File: config.mk
export PLATFORM = sky130hd
export DESIGN_NAME = fc2_mac_engine_flat
export DESIGN_NICKNAME = d
export VERILOG_FILES = /design/src/rtl/fc2_mac_engine_pkg.sv /design/src/rtl/fc2_mac_engine_if.sv /design/src/rtl/fc2_mac_engine_dot5.sv /design/src/rtl/fc2_mac_engine.sv /design/src/flat_wrapper.sv
export SDC_FILE = /design/constraint.sdc
export NUM_CORES = 2
export LEC_CHECK = 0
export CAP_MARGIN = 10
export CORE_MARGIN = 2
export CORE_UTILIZATION = 55
export CTS_CLUSTER_SIZE = 14
export DETAILED_ROUTE_END_ITERATION = 8
export DONT_BUFFER_PORTS = 1
export PLACE_DENSITY = 0.7
export SYNTH_ARGS = -nofsm -noshare
export SYNTH_HDL_FRONTEND = slang
export SYNTH_SLANG_ARGS = --single-unit
File: constraint.sdc
create_clock -name CLK -period 10.85 [get_ports CLK]
set_input_delay 1.085 -clock CLK [delete_from_list [all_inputs] [get_ports CLK]]
set_output_delay 1.085 -clock CLK [all_outputs]
set_load 0.1 [all_outputs]
File: src/rtl/fc2_mac_engine_pkg.sv
// -----------------------------------------------------------------------------
// fc2_pkg
// Shared types, Q-format widths and the round/saturate helper for the FC2
// dot-product engine. Activations, weights, bias and result are all signed
// Q8.8; the accumulator holds full-precision Q16.16 products summed over
// several beats.
// -----------------------------------------------------------------------------
package fc2_pkg;

  localparam int BIT_WIDTH = 16;               // activation/weight/result width
  localparam int FRAC_BITS = 8;                // fractional bits of every operand
  localparam int ACC_WIDTH = 40;               // >= 2*BIT_WIDTH+3+clog2(16)
  localparam int LANES     = 5;                // weight/activation lanes per beat
  localparam int DOT_WIDTH = 2*BIT_WIDTH + 3;  // one 5-lane dot product
  localparam int IDX_WIDTH = 4;                // RAM row index width

  localparam logic signed [ACC_WIDTH-1:0] RES_MAX    = ACC_WIDTH'((1 <<< (BIT_WIDTH-1)) - 1);
  localparam logic signed [ACC_WIDTH-1:0] RES_MIN    = ACC_WIDTH'(-(1 <<< (BIT_WIDTH-1)));
  localparam logic signed [ACC_WIDTH-1:0] ROUND_HALF = ACC_WIDTH'(1 <<< (FRAC_BITS-1));

  typedef enum logic [2:0] {IDLE, FETCH, ACCUM, ROUND, OUT} fc2_state_t;

  typedef struct packed {
    logic signed [BIT_WIDTH-1:0] data;    // saturated result
    logic                        sat_hi;  // clipped at the positive rail
    logic                        sat_lo;  // clipped at the negative rail
  } fc2_res_t;

  // Adds the bias (aligned to the accumulator's Q16.16 point), rounds half up
  // and drops back to Q8.8 with saturation.
  function automatic fc2_res_t sat_round(input logic signed [ACC_WIDTH-1:0] acc,
                                         input logic signed [BIT_WIDTH-1:0] bias);
    logic signed [ACC_WIDTH-1:0] bias_q;
    logic signed [ACC_WIDTH-1:0] t;
    logic signed [ACC_WIDTH-1:0] r;
    fc2_res_t res;
    bias_q     = ACC_WIDTH'(bias) <<< FRAC_BITS;
    t          = acc + bias_q + ROUND_HALF;
    r          = t >>> FRAC_BITS;
    res.sat_hi = (r > RES_MAX);
    res.sat_lo = (r < RES_MIN);
    if (res.sat_hi)
      res.data = RES_MAX[BIT_WIDTH-1:0];
    else if (res.sat_lo)
      res.data = RES_MIN[BIT_WIDTH-1:0];
    else
      res.data = r[BIT_WIDTH-1:0];
    return res;
  endfunction

endpackage

File: src/rtl/fc2_mac_engine_if.sv
// -----------------------------------------------------------------------------
// fc2_mac_engine_if
// Bundles every handshake/bus signal of the FC2 engine.
//   control : start (in), busy (out)
//   RAM     : wt_enable/wt_index (out), wt_bias, wt_0..wt_4 (in)
//   act     : act_valid, act_0..act_4 (in), act_ready (out)
//   result  : res_valid, res_data, res_sat (out), res_ready (in)
// Modport slave is the engine side; master is the surrounding system.
// -----------------------------------------------------------------------------
interface fc2_mac_engine_if;
  import fc2_pkg::*;

  logic                        start;
  logic                        busy;
  logic                        wt_enable;
  logic [IDX_WIDTH-1:0]        wt_index;
  logic signed [BIT_WIDTH-1:0] wt_bias;
  logic signed [BIT_WIDTH-1:0] wt_0, wt_1, wt_2, wt_3, wt_4;
  logic                        act_valid;
  logic                        act_ready;
  logic signed [BIT_WIDTH-1:0] act_0, act_1, act_2, act_3, act_4;
  logic                        res_valid;
  logic                        res_ready;
  logic signed [BIT_WIDTH-1:0] res_data;
  logic                        res_sat;

  modport slave (
    input  start, wt_bias, wt_0, wt_1, wt_2, wt_3, wt_4,
           act_valid, act_0, act_1, act_2, act_3, act_4, res_ready,
    output busy, wt_enable, wt_index, act_ready, res_valid, res_data, res_sat
  );

  modport master (
    output start, wt_bias, wt_0, wt_1, wt_2, wt_3, wt_4,
           act_valid, act_0, act_1, act_2, act_3, act_4, res_ready,
    input  busy, wt_enable, wt_index, act_ready, res_valid, res_data, res_sat
  );

endinterface

File: src/rtl/fc2_mac_engine_dot5.sv
// -----------------------------------------------------------------------------
// fc2_dot5
// Combinational 5-lane signed multiply followed by a small adder tree.
//   i_act[5] : signed activation lanes
//   i_wt[5]  : signed weight lanes
//   o_sum    : full-precision signed dot product, DOT_WIDTH bits
// -----------------------------------------------------------------------------
module fc2_dot5
  import fc2_pkg::*;
(
  input  logic signed [BIT_WIDTH-1:0] i_act [LANES],
  input  logic signed [BIT_WIDTH-1:0] i_wt  [LANES],
  output logic signed [DOT_WIDTH-1:0] o_sum
);

  logic signed [2*BIT_WIDTH-1:0] w_prod [LANES];
  logic signed [DOT_WIDTH-1:0]   w_sum01;
  logic signed [DOT_WIDTH-1:0]   w_sum23;

  genvar gi;
  generate
    for (gi = 0; gi < LANES; gi++) begin : g_lane
      assign w_prod[gi] = (2*BIT_WIDTH)'(i_act[gi]) * (2*BIT_WIDTH)'(i_wt[gi]);
    end
  endgenerate

  assign w_sum01 = DOT_WIDTH'(w_prod[0]) + DOT_WIDTH'(w_prod[1]);
  assign w_sum23 = DOT_WIDTH'(w_prod[2]) + DOT_WIDTH'(w_prod[3]);
  assign o_sum   = w_sum01 + w_sum23 + DOT_WIDTH'(w_prod[4]);

endmodule

File: src/rtl/fc2_mac_engine.sv
// -----------------------------------------------------------------------------
// fc2_mac_engine
// Dot-product engine for the second fully-connected layer. Walks the FC2
// weight RAM rows 0..N_STEPS-1, multiplies each row's 5 weights with one
// activation beat, accumulates, then adds the bias, rounds, saturates and
// presents one Q8.8 result on a valid/ready handshake.
//   CLK, RST_N : clock and asynchronous active-low reset
//   bus        : fc2_mac_engine_if.slave (control, RAM, activation, result)
// Optional build macro FC2_RELU_EN: negative results become 0 and res_sat
// only reports positive clipping.
// -----------------------------------------------------------------------------
module fc2_mac_engine
  import fc2_pkg::*;
#(
  parameter int N_STEPS = 4  // beats per result, 1..16
) (
  input  logic            CLK,
  input  logic            RST_N,
  fc2_mac_engine_if.slave bus
);

  localparam logic [IDX_WIDTH-1:0] LAST_STEP = IDX_WIDTH'(N_STEPS - 1);

  fc2_state_t                  r_state;
  fc2_state_t                  w_state_next;
  logic [IDX_WIDTH-1:0]        r_step;
  logic [IDX_WIDTH-1:0]        r_index;
  logic signed [ACC_WIDTH-1:0] r_acc;
  logic signed [BIT_WIDTH-1:0] r_res_data;
  logic                        r_res_sat;

  logic                        w_beat;
  logic                        w_last;
  logic signed [BIT_WIDTH-1:0] w_act [LANES];
  logic signed [BIT_WIDTH-1:0] w_wt  [LANES];
  logic signed [DOT_WIDTH-1:0] w_dot;
  fc2_res_t                    w_rnd;
  logic signed [BIT_WIDTH-1:0] w_res_data;
  logic                        w_res_sat;

  assign w_act[0] = bus.act_0;
  assign w_act[1] = bus.act_1;
  assign w_act[2] = bus.act_2;
  assign w_act[3] = bus.act_3;
  assign w_act[4] = bus.act_4;
  assign w_wt[0]  = bus.wt_0;
  assign w_wt[1]  = bus.wt_1;
  assign w_wt[2]  = bus.wt_2;
  assign w_wt[3]  = bus.wt_3;
  assign w_wt[4]  = bus.wt_4;

  fc2_dot5 u_dot (
    .i_act (w_act),
    .i_wt  (w_wt),
    .o_sum (w_dot)
  );

  // act_ready is high exactly in ACCUM, so a beat is ACCUM plus act_valid.
  assign w_beat = (r_state == ACCUM) && bus.act_valid;
  assign w_last = (r_step == LAST_STEP);

  // State register
  always_ff @(posedge CLK or negedge RST_N) begin
    if (!RST_N) r_state <= IDLE;
    else        r_state <= w_state_next;
  end

  // Next-state logic
  always_comb begin
    w_state_next = r_state;
    unique case (r_state)
      IDLE:    if (bus.start)          w_state_next = FETCH;
      FETCH:                           w_state_next = ACCUM;
      ACCUM:   if (w_beat && w_last)   w_state_next = ROUND;
      ROUND:                           w_state_next = OUT;
      OUT:     if (bus.res_ready)      w_state_next = IDLE;
      default:                         w_state_next = IDLE;
    endcase
  end

  // Outputs decoded from state
  always_comb begin
    bus.busy      = (r_state != IDLE);
    bus.wt_enable = (r_state == FETCH) || (r_state == ACCUM);
    bus.act_ready = (r_state == ACCUM);
    bus.res_valid = (r_state == OUT);
  end

  assign bus.wt_index = r_index;
  assign bus.res_data = r_res_data;
  assign bus.res_sat  = r_res_sat;

  // Final rounding. The RAM still presents row N_STEPS-1 during ROUND; the
  // bias column is identical in every row, so that read is valid.
  always_comb begin
    w_rnd = sat_round(r_acc, bus.wt_bias);
`ifdef FC2_RELU_EN
    w_res_data = w_rnd.data[BIT_WIDTH-1] ? '0 : w_rnd.data;
    w_res_sat  = w_rnd.sat_hi;
`else
    w_res_data = w_rnd.data;
    w_res_sat  = w_rnd.sat_hi | w_rnd.sat_lo;
`endif
  end

  // Accumulator, step counter, RAM index and result register. The index is
  // advanced on the same edge as the beat so the RAM's negedge latch has the
  // next row ready for a back-to-back beat.
  always_ff @(posedge CLK or negedge RST_N) begin
    if (!RST_N) begin
      r_acc      <= '0;
      r_step     <= '0;
      r_index    <= '0;
      r_res_data <= '0;
      r_res_sat  <= 1'b0;
    end else begin
      if (r_state == IDLE && bus.start) begin
        r_acc   <= '0;
        r_step  <= '0;
        r_index <= '0;
      end
      if (w_beat) begin
        r_acc <= r_acc + ACC_WIDTH'(w_dot);
        if (!w_last) begin
          r_step  <= r_step + 1'b1;
          r_index <= r_step + 1'b1;
        end
      end
      if (r_state == ROUND) begin
        r_res_data <= w_res_data;
        r_res_sat  <= w_res_sat;
      end
    end
  end

endmodule

File: src/flat_wrapper.sv
// flat-port wrapper written by rule: the top's interface ports become plain ports
module fc2_mac_engine_flat import fc2_pkg::*;
#(
  parameter int N_STEPS = 4                            
)
  (CLK, RST_N, bus_start, bus_wt_bias, bus_wt_0, bus_wt_1, bus_wt_2, bus_wt_3, bus_wt_4, bus_act_valid, bus_act_0, bus_act_1, bus_act_2, bus_act_3, bus_act_4, bus_res_ready, bus_busy, bus_wt_enable, bus_wt_index, bus_act_ready, bus_res_valid, bus_res_data, bus_res_sat);
  fc2_mac_engine_if bus_i ();
  input  logic CLK;
  input  logic RST_N;
  input wire logic [$bits(bus_i.start)-1:0] bus_start;
  input wire logic [$bits(bus_i.wt_bias)-1:0] bus_wt_bias;
  input wire logic [$bits(bus_i.wt_0)-1:0] bus_wt_0;
  input wire logic [$bits(bus_i.wt_1)-1:0] bus_wt_1;
  input wire logic [$bits(bus_i.wt_2)-1:0] bus_wt_2;
  input wire logic [$bits(bus_i.wt_3)-1:0] bus_wt_3;
  input wire logic [$bits(bus_i.wt_4)-1:0] bus_wt_4;
  input wire logic [$bits(bus_i.act_valid)-1:0] bus_act_valid;
  input wire logic [$bits(bus_i.act_0)-1:0] bus_act_0;
  input wire logic [$bits(bus_i.act_1)-1:0] bus_act_1;
  input wire logic [$bits(bus_i.act_2)-1:0] bus_act_2;
  input wire logic [$bits(bus_i.act_3)-1:0] bus_act_3;
  input wire logic [$bits(bus_i.act_4)-1:0] bus_act_4;
  input wire logic [$bits(bus_i.res_ready)-1:0] bus_res_ready;
  output wire logic [$bits(bus_i.busy)-1:0] bus_busy;
  output wire logic [$bits(bus_i.wt_enable)-1:0] bus_wt_enable;
  output wire logic [$bits(bus_i.wt_index)-1:0] bus_wt_index;
  output wire logic [$bits(bus_i.act_ready)-1:0] bus_act_ready;
  output wire logic [$bits(bus_i.res_valid)-1:0] bus_res_valid;
  output wire logic [$bits(bus_i.res_data)-1:0] bus_res_data;
  output wire logic [$bits(bus_i.res_sat)-1:0] bus_res_sat;
  assign bus_i.start = bus_start;
  assign bus_i.wt_bias = bus_wt_bias;
  assign bus_i.wt_0 = bus_wt_0;
  assign bus_i.wt_1 = bus_wt_1;
  assign bus_i.wt_2 = bus_wt_2;
  assign bus_i.wt_3 = bus_wt_3;
  assign bus_i.wt_4 = bus_wt_4;
  assign bus_i.act_valid = bus_act_valid;
  assign bus_i.act_0 = bus_act_0;
  assign bus_i.act_1 = bus_act_1;
  assign bus_i.act_2 = bus_act_2;
  assign bus_i.act_3 = bus_act_3;
  assign bus_i.act_4 = bus_act_4;
  assign bus_i.res_ready = bus_res_ready;
  assign bus_busy = bus_i.busy;
  assign bus_wt_enable = bus_i.wt_enable;
  assign bus_wt_index = bus_i.wt_index;
  assign bus_act_ready = bus_i.act_ready;
  assign bus_res_valid = bus_i.res_valid;
  assign bus_res_data = bus_i.res_data;
  assign bus_res_sat = bus_i.res_sat;
  fc2_mac_engine #(.N_STEPS(N_STEPS)) u_core (.CLK(CLK), .RST_N(RST_N), .bus(bus_i));
endmodule
# Yosys cells after proc, flatten, opt, wreduce, memory -nomap -nowiden
# Cells that the tools add are included.
# totals
register_bits	68
latchBits	0
ram_bits	0
romBits	0
input_bits	181
mem_count	0
# classes
n_addsub	8
multipliers	5
div_mod_pow	0
order_cmp	2
eq_ne	8
shifts	0
muxes	14
bitwise_logic	1
reduce_logical	8
# op_table
operator	count
multiplier 16 x 16 -> 32 bit	5
two-way mux 40 bit	2
adder 32 x 32 -> 33 bit	2
adder 40 x 24 -> 40 bit	1
adder 40 x 35 -> 40 bit	1
adder 40 x 9 -> 40 bit, second input constant	1
adder 34 x 32 -> 35 bit	1
adder 33 x 33 -> 34 bit	1
greater-than comparator 32 x 16 -> 1 bit, second input constant	1
< comparator 32 x 16 -> 1 bit, second input constant	1
two-way mux 16 bit	2
two-way mux 4 bit	6
case mux 3 bit (5 select lines)	1
two-way mux 3 bit	3
== test 3 x 2 -> 1 bit, second input constant	2
adder 4 x 1 -> 4 bit, second input constant	1
== test 4 x 2 -> 1 bit, second input constant	1
inequality test 2 bit, second input constant	2
== test 3 x 1 -> 1 bit, second input constant	1
== test 3 bit, second input constant	1
logical AND 1 bit	3
zero test 3 bit	1
AND reduction 3 bit	1
nonzero test 3 bit	1
4 further kinds	4

# Longest topological paths before layout
# depth
depth_word	6
ltp_mapped	33
depth_no_buf	33

# By module
# From an unflattened synthesis, not the netlist that was laid out.
# hier_totals
cells_unflattened	6029
hier_area_um2	57261.2
# by_module_without_submodules
module	n_inst	cells_per_inst	area_each_um2	seq_area_each_um2
fc2_dot5	1	5234	50594.8	0.0
fc2_mac_engine	1	795	6666.4	1701.6

# Worst setup path after synthesis
# No wires, ideal clock.
# synth_timing
path_kind	in2reg
start	in bus_act_0[15]
end	reg u_core.r_acc[36]
setup_time_ns	0.133
arrival_ns	9.966
slack_ns	0.751
cell_stages	29
path_buffers	1
path_cell_list	clkbuf_1 > nand2_1 > fa_1 > fa_1 > inv_1 > fa_1 > inv_1 > fa_1 > fa_1 > fa_1 > fa_1 > inv_1 > fa_1 > fa_1 > inv_1 > fa_1 > inv_1 > ha_1 > a21o_1 > a21o_1 > a21oi_1 > o211ai_1 > a221o_1 > a221oi_1 > a21oi_1 > a211o_1 > a21oi_1 > xor2_1 > o21ai_0
# synth_between
elab_chain_cells	6
# synth_lines
item	line_no	source
start, declared	flat_wrapper.sv:18	input wire logic [$bits(bus_i.act_0)-1:0] bus_act_0;
multiplier 16 x 16 -> 32 bit	fc2_mac_engine_dot5.sv:23	assign w_prod[gi] = (2*BIT_WIDTH)'(i_act[gi]) * (2*BIT_WIDTH)'(i_wt[gi]);
adder 32 x 32 -> 33 bit	fc2_mac_engine_dot5.sv:27	assign w_sum01 = DOT_WIDTH'(w_prod[0]) + DOT_WIDTH'(w_prod[1]);
adder 33 x 33 -> 34 bit	fc2_mac_engine_dot5.sv:29	assign o_sum = w_sum01 + w_sum23 + DOT_WIDTH'(w_prod[4]);
adder 34 x 32 -> 35 bit	fc2_mac_engine_dot5.sv:29	
adder 40 x 35 -> 40 bit	fc2_mac_engine.sv:123	r_acc <= r_acc + ACC_WIDTH'(w_dot);
two-way mux 40 bit	fc2_mac_engine.sv:122	if (w_beat) begin
end signal, assigned	fc2_mac_engine.sv:123	
end, declared	fc2_mac_engine.sv:28	logic signed [ACC_WIDTH-1:0] r_acc;
# Every way passes these cells.
# A chain may end at the register's enable or synchronous reset.

# Worst setup path in the final report
# layout_timing
start	in bus_wt_1[0]
end	reg u_core.r_acc[36]
# layout_between
elab_chain_cells	6
# layout_lines
item	line_no	source
start, declared	flat_wrapper.sv:13	input wire logic [$bits(bus_i.wt_1)-1:0] bus_wt_1;
multiplier 16 x 16 -> 32 bit	fc2_mac_engine_dot5.sv:23	
adder 32 x 32 -> 33 bit	fc2_mac_engine_dot5.sv:27	
adder 33 x 33 -> 34 bit	fc2_mac_engine_dot5.sv:29	
adder 34 x 32 -> 35 bit	fc2_mac_engine_dot5.sv:29	
adder 40 x 35 -> 40 bit	fc2_mac_engine.sv:123	
two-way mux 40 bit	fc2_mac_engine.sv:122	
# Every way passes these cells.

==> results by group <==
Run status
  – Status: completed

Timing
  – Fin. Hold Viols: 0
  – Fin Hold WS: 0.399 ns
  – Final Cycle Share: 89.9%
  – Post-Route Skew: 0.0199 ns
  – Final min period: 9.76 ns
  – Slew headroom: 27.7%
  – Max-slew violations: 0
  – Worst-Margin Slew: 1.08 ns
  – # setup viols final: 0
  – Setup tns final: 0 ns
  – RSZ-0062 raised after global routing: false
  – Fmax: 0.102 GHz

Yosys
  – Mux share of post-synthesis cell area: 0.0579%
  – Fraction of the mapped netlist area in adder cells: 66.4%
  – Post-Synth XOR/XNOR Area: 1.08%
  – Ys async rst share: 100%
  – EDFF count, synth: 0
  – Main flop type after synthesis: dfrtp_1
  – Syn Area/Cell: 9.64 um2
  – Synth cell types: 72
  – Number of synthesized register bits: 68
  – Simple-gate share of the synthesized area: 13.1%
  – Post-synthesis sequential area ratio: 2.92%
  – Netlist Area Pre-Place: 58400 um2
  – Syn Inst Count: 6051
  – Post-Syn Nets: 8291
  – Ys Warns: 0
  – Combinational family with the most area after synthesis: adder cells
  – Post-synthesis compound-gate area fraction: 3.10%

Clocking
  – Root buffer cell: clkbuf_16
  – Sink Count: 68
  – Clock Latency Late Sink: 0.38 ns
  – Reg clk slew, reported paths: 0.08 ns
  – CTS tree: done
  – Cts hold-fix bufs: 0
  – H-tree depth: 3
  – Post-CTS Setup Bufs: 0
  – Clock Tree Buf Depth: 2
  – Cts bufs inserted: 9
  – Gates resized, CTS repair: 0

Drt
  – DR vias/cell: 5.26
  – Via Count: 38.3k
  – DRT iter0 DRCs: 2150
  – Detailed Route WL: 145000 um
  – DRT Pass-1 Iters: 5
  – Antenna Violating Nets Remaining: 0
  – Wirelength per Cell: 19.9 um
  – DRC Markers: 0

Global route
  – Congestion Overflow GR: 0
  – Gr usage total: 28.6%
  – Vias in the first global route: 43.6k
  – First-pass GRT wire length: 239000 um
  – Antenna violations before repair: 5
  – Largest net degree at the start of global routing: 69

Final layout
  – Post-route design area: 59800 um2
  – Most frequent cells in the layout: 1876 x inv_1, 1734 x fa_1, 701 x nand2_1, 576 x and2_1, 325 x ha_1
  – Sequential standard cell area: 1700 um2
  – Layout area overhead: 2.54%
  – Fill count: 9104
  – Nets: 8133
  – Share of post-route cells with drive strength above 1: 1.05%
  – Area of the multi-input gates: 48900 um2
  – Final Util: 56.9%
  – Commonest non-fill, non-tap cell in the layout: inv_1

Floorplan
  – Die width: 330 um
  – Core area: 105000 um2
  – Die area: 109000 um2
  – IO Pins: 206
  – Die Ht: 330 um
  – Initial Utilization: 55.4%
  – # rows: 119

Worst setup path
  – Worst-path fanout max: 16
  – CP most frequent cell: fa_1
  – R2R cell count: 28
  – Startpoint type of the worst setup path: input pin
  – Max stage delay on crit path: 0.66 ns
  – Reg2Reg Launch Point: u_core.r_acc[8]$_DFFE_PN0P_
  – CP Capture Type: register
  – Critical path arrival: 9.99 ns
  – CP delay by family, top: adder cells
  – CP Class: input pin to register
  – Reg2reg setup slack: 1.62 ns
  – Crit Reg-Reg Endpoint: u_core.r_acc[37]$_DFFE_PN0P_
  – CP max stage cell: fa_1
  – Critical path buffers and inverters: 7
  – Worst EP required: 11.08 ns

Placement
  – Final Wtd Congestion: 0.909
  – DP Area: 59500 um2
  – Buffers on Ports: 0
  – Post-DP HPWL: 133000 um

Worst hold path
  – Worst Hold Class: input pin to async pin

Run
  – Number of max-cap violations: 0
## cells in the mapped netlist (4+ instances only)
| master | number | share of area, % |
|---|---|---|
| a211o_1 | 5 | 0.075 |
| a211oi_1 | 8 | 0.10 |
| a21o_1 | 26 | 0.33 |
| a21oi_1 | 58 | 0.50 |
| a22o_1 | 8 | 0.12 |
| a31oi_1 | 10 | 0.11 |
| and2_1 | 576 | 6.2 |
| and3_1 | 8 | 0.086 |
| and4_1 | 4 | 0.060 |
| buf_2 | 6 | 0.051 |
| clkbuf_1 | 172 | 1.1 |
| dfrtp_1 | 68 | 2.9 |
| fa_1 | 1734 | 59 |
| ha_1 | 325 | 7.0 |
| inv_1 | 1876 | 12 |
| nand2_1 | 701 | 4.5 |
| nand2b_1 | 48 | 0.51 |
| nand3_1 | 15 | 0.13 |
| nand4_1 | 9 | 0.096 |
| nor2_1 | 63 | 0.41 |
| nor2b_1 | 45 | 0.48 |
| nor3_1 | 23 | 0.20 |
| nor3b_1 | 4 | 0.051 |
| o211ai_1 | 8 | 0.10 |
| o21a_1 | 10 | 0.13 |
| o21ai_0 | 64 | 0.55 |
| o21ai_1 | 7 | 0.060 |
| o21bai_1 | 5 | 0.064 |
| o22a_1 | 11 | 0.17 |
| o22a_2 | 6 | 0.10 |
| o31ai_1 | 10 | 0.13 |
| or3_1 | 4 | 0.043 |
| or4_1 | 6 | 0.077 |
| xnor2_1 | 40 | 0.60 |
| xor2_1 | 32 | 0.48 |
## how the worst max path moves through the flow
stage,from,endpoint,cells after the start
floorplan,bus_act_0[15],u_core.r_acc[36]$_DFFE_PN0P_,29
global placement,bus_wt_1[0],u_core.r_acc[36]$_DFFE_PN0P_,30
detailed placement,bus_wt_1[0],u_core.r_acc[38]$_DFFE_PN0P_,30
CTS,bus_wt_1[0],u_core.r_acc[36]$_DFFE_PN0P_,30
global route,bus_wt_1[0],u_core.r_acc[36]$_DFFE_PN0P_,30
finish,bus_wt_1[0],u_core.r_acc[36]$_DFFE_PN0P_,30
## state kept, by name, summed over array words and instances, names as in the netlist
| register | flops |
|---|---|
| u_core.bus.res_sat | 1 |
| u_core.r_acc | 40 |
| u_core.r_step | 4 |
| u_core.bus.res_data | 16 |
| u_core.bus.wt_index | 4 |
| u_core.r_state | 3 |
## final cells by class
cell class	count	share of cell area (%)
repair buffers	14	0.209
multi-input cells	3924	81.7
diodes	2	0.00836
clock inverters	7	0.138
clock buffers	9	0.376
flip-flops and latches	68	2.84
inverters	1876	11.8
well taps	1391	2.91
## worst reg2reg max path: cells and delay by family (launching register included)
family                     cells  cell delay (ns)
DFF                            1             0.43
AOI/OAI and AO/OA              8             2.09
adders and majority gates     11             5.46
buffers and inverters          7             0.59
xor gates and xnor gates       1             0.15
and+or+nand+nor                1             0.40
## cell families after synthesis
logic type / count (synthesis)
simple gates: 1524
xor+xnor: 72
compound gates: 266
flops: 68
fa+ha+maj: 2059
buf+inv: 2059
mux: 3
## through the flow
stage               cells  worst slack (ns)
detailed placement   7273             0.776
global placement     7273             0.809
finish               7291              1.09
CTS                  7289              1.09
global route         7289             0.546
floorplan            6051             0.751
## metal layers
metal | routed length (um) | GRT usage, % | up-vias | share of wire [%]
li1 | - | - | 16642 | -
met1 | 59900 | 38.9 | 20296 | 41
met2 | 70100 | 48.0 | 1210 | 48
met3 | 12500 | 6.31 | 189 | 8.6
met4 | 2430 | 5.50 | 4 | 1.7
met5 | 33 | 0 | - | 0.023
Power is not shown: default switching activity piles up to over one toggle a cycle in this logic, so the estimate is an artifact.
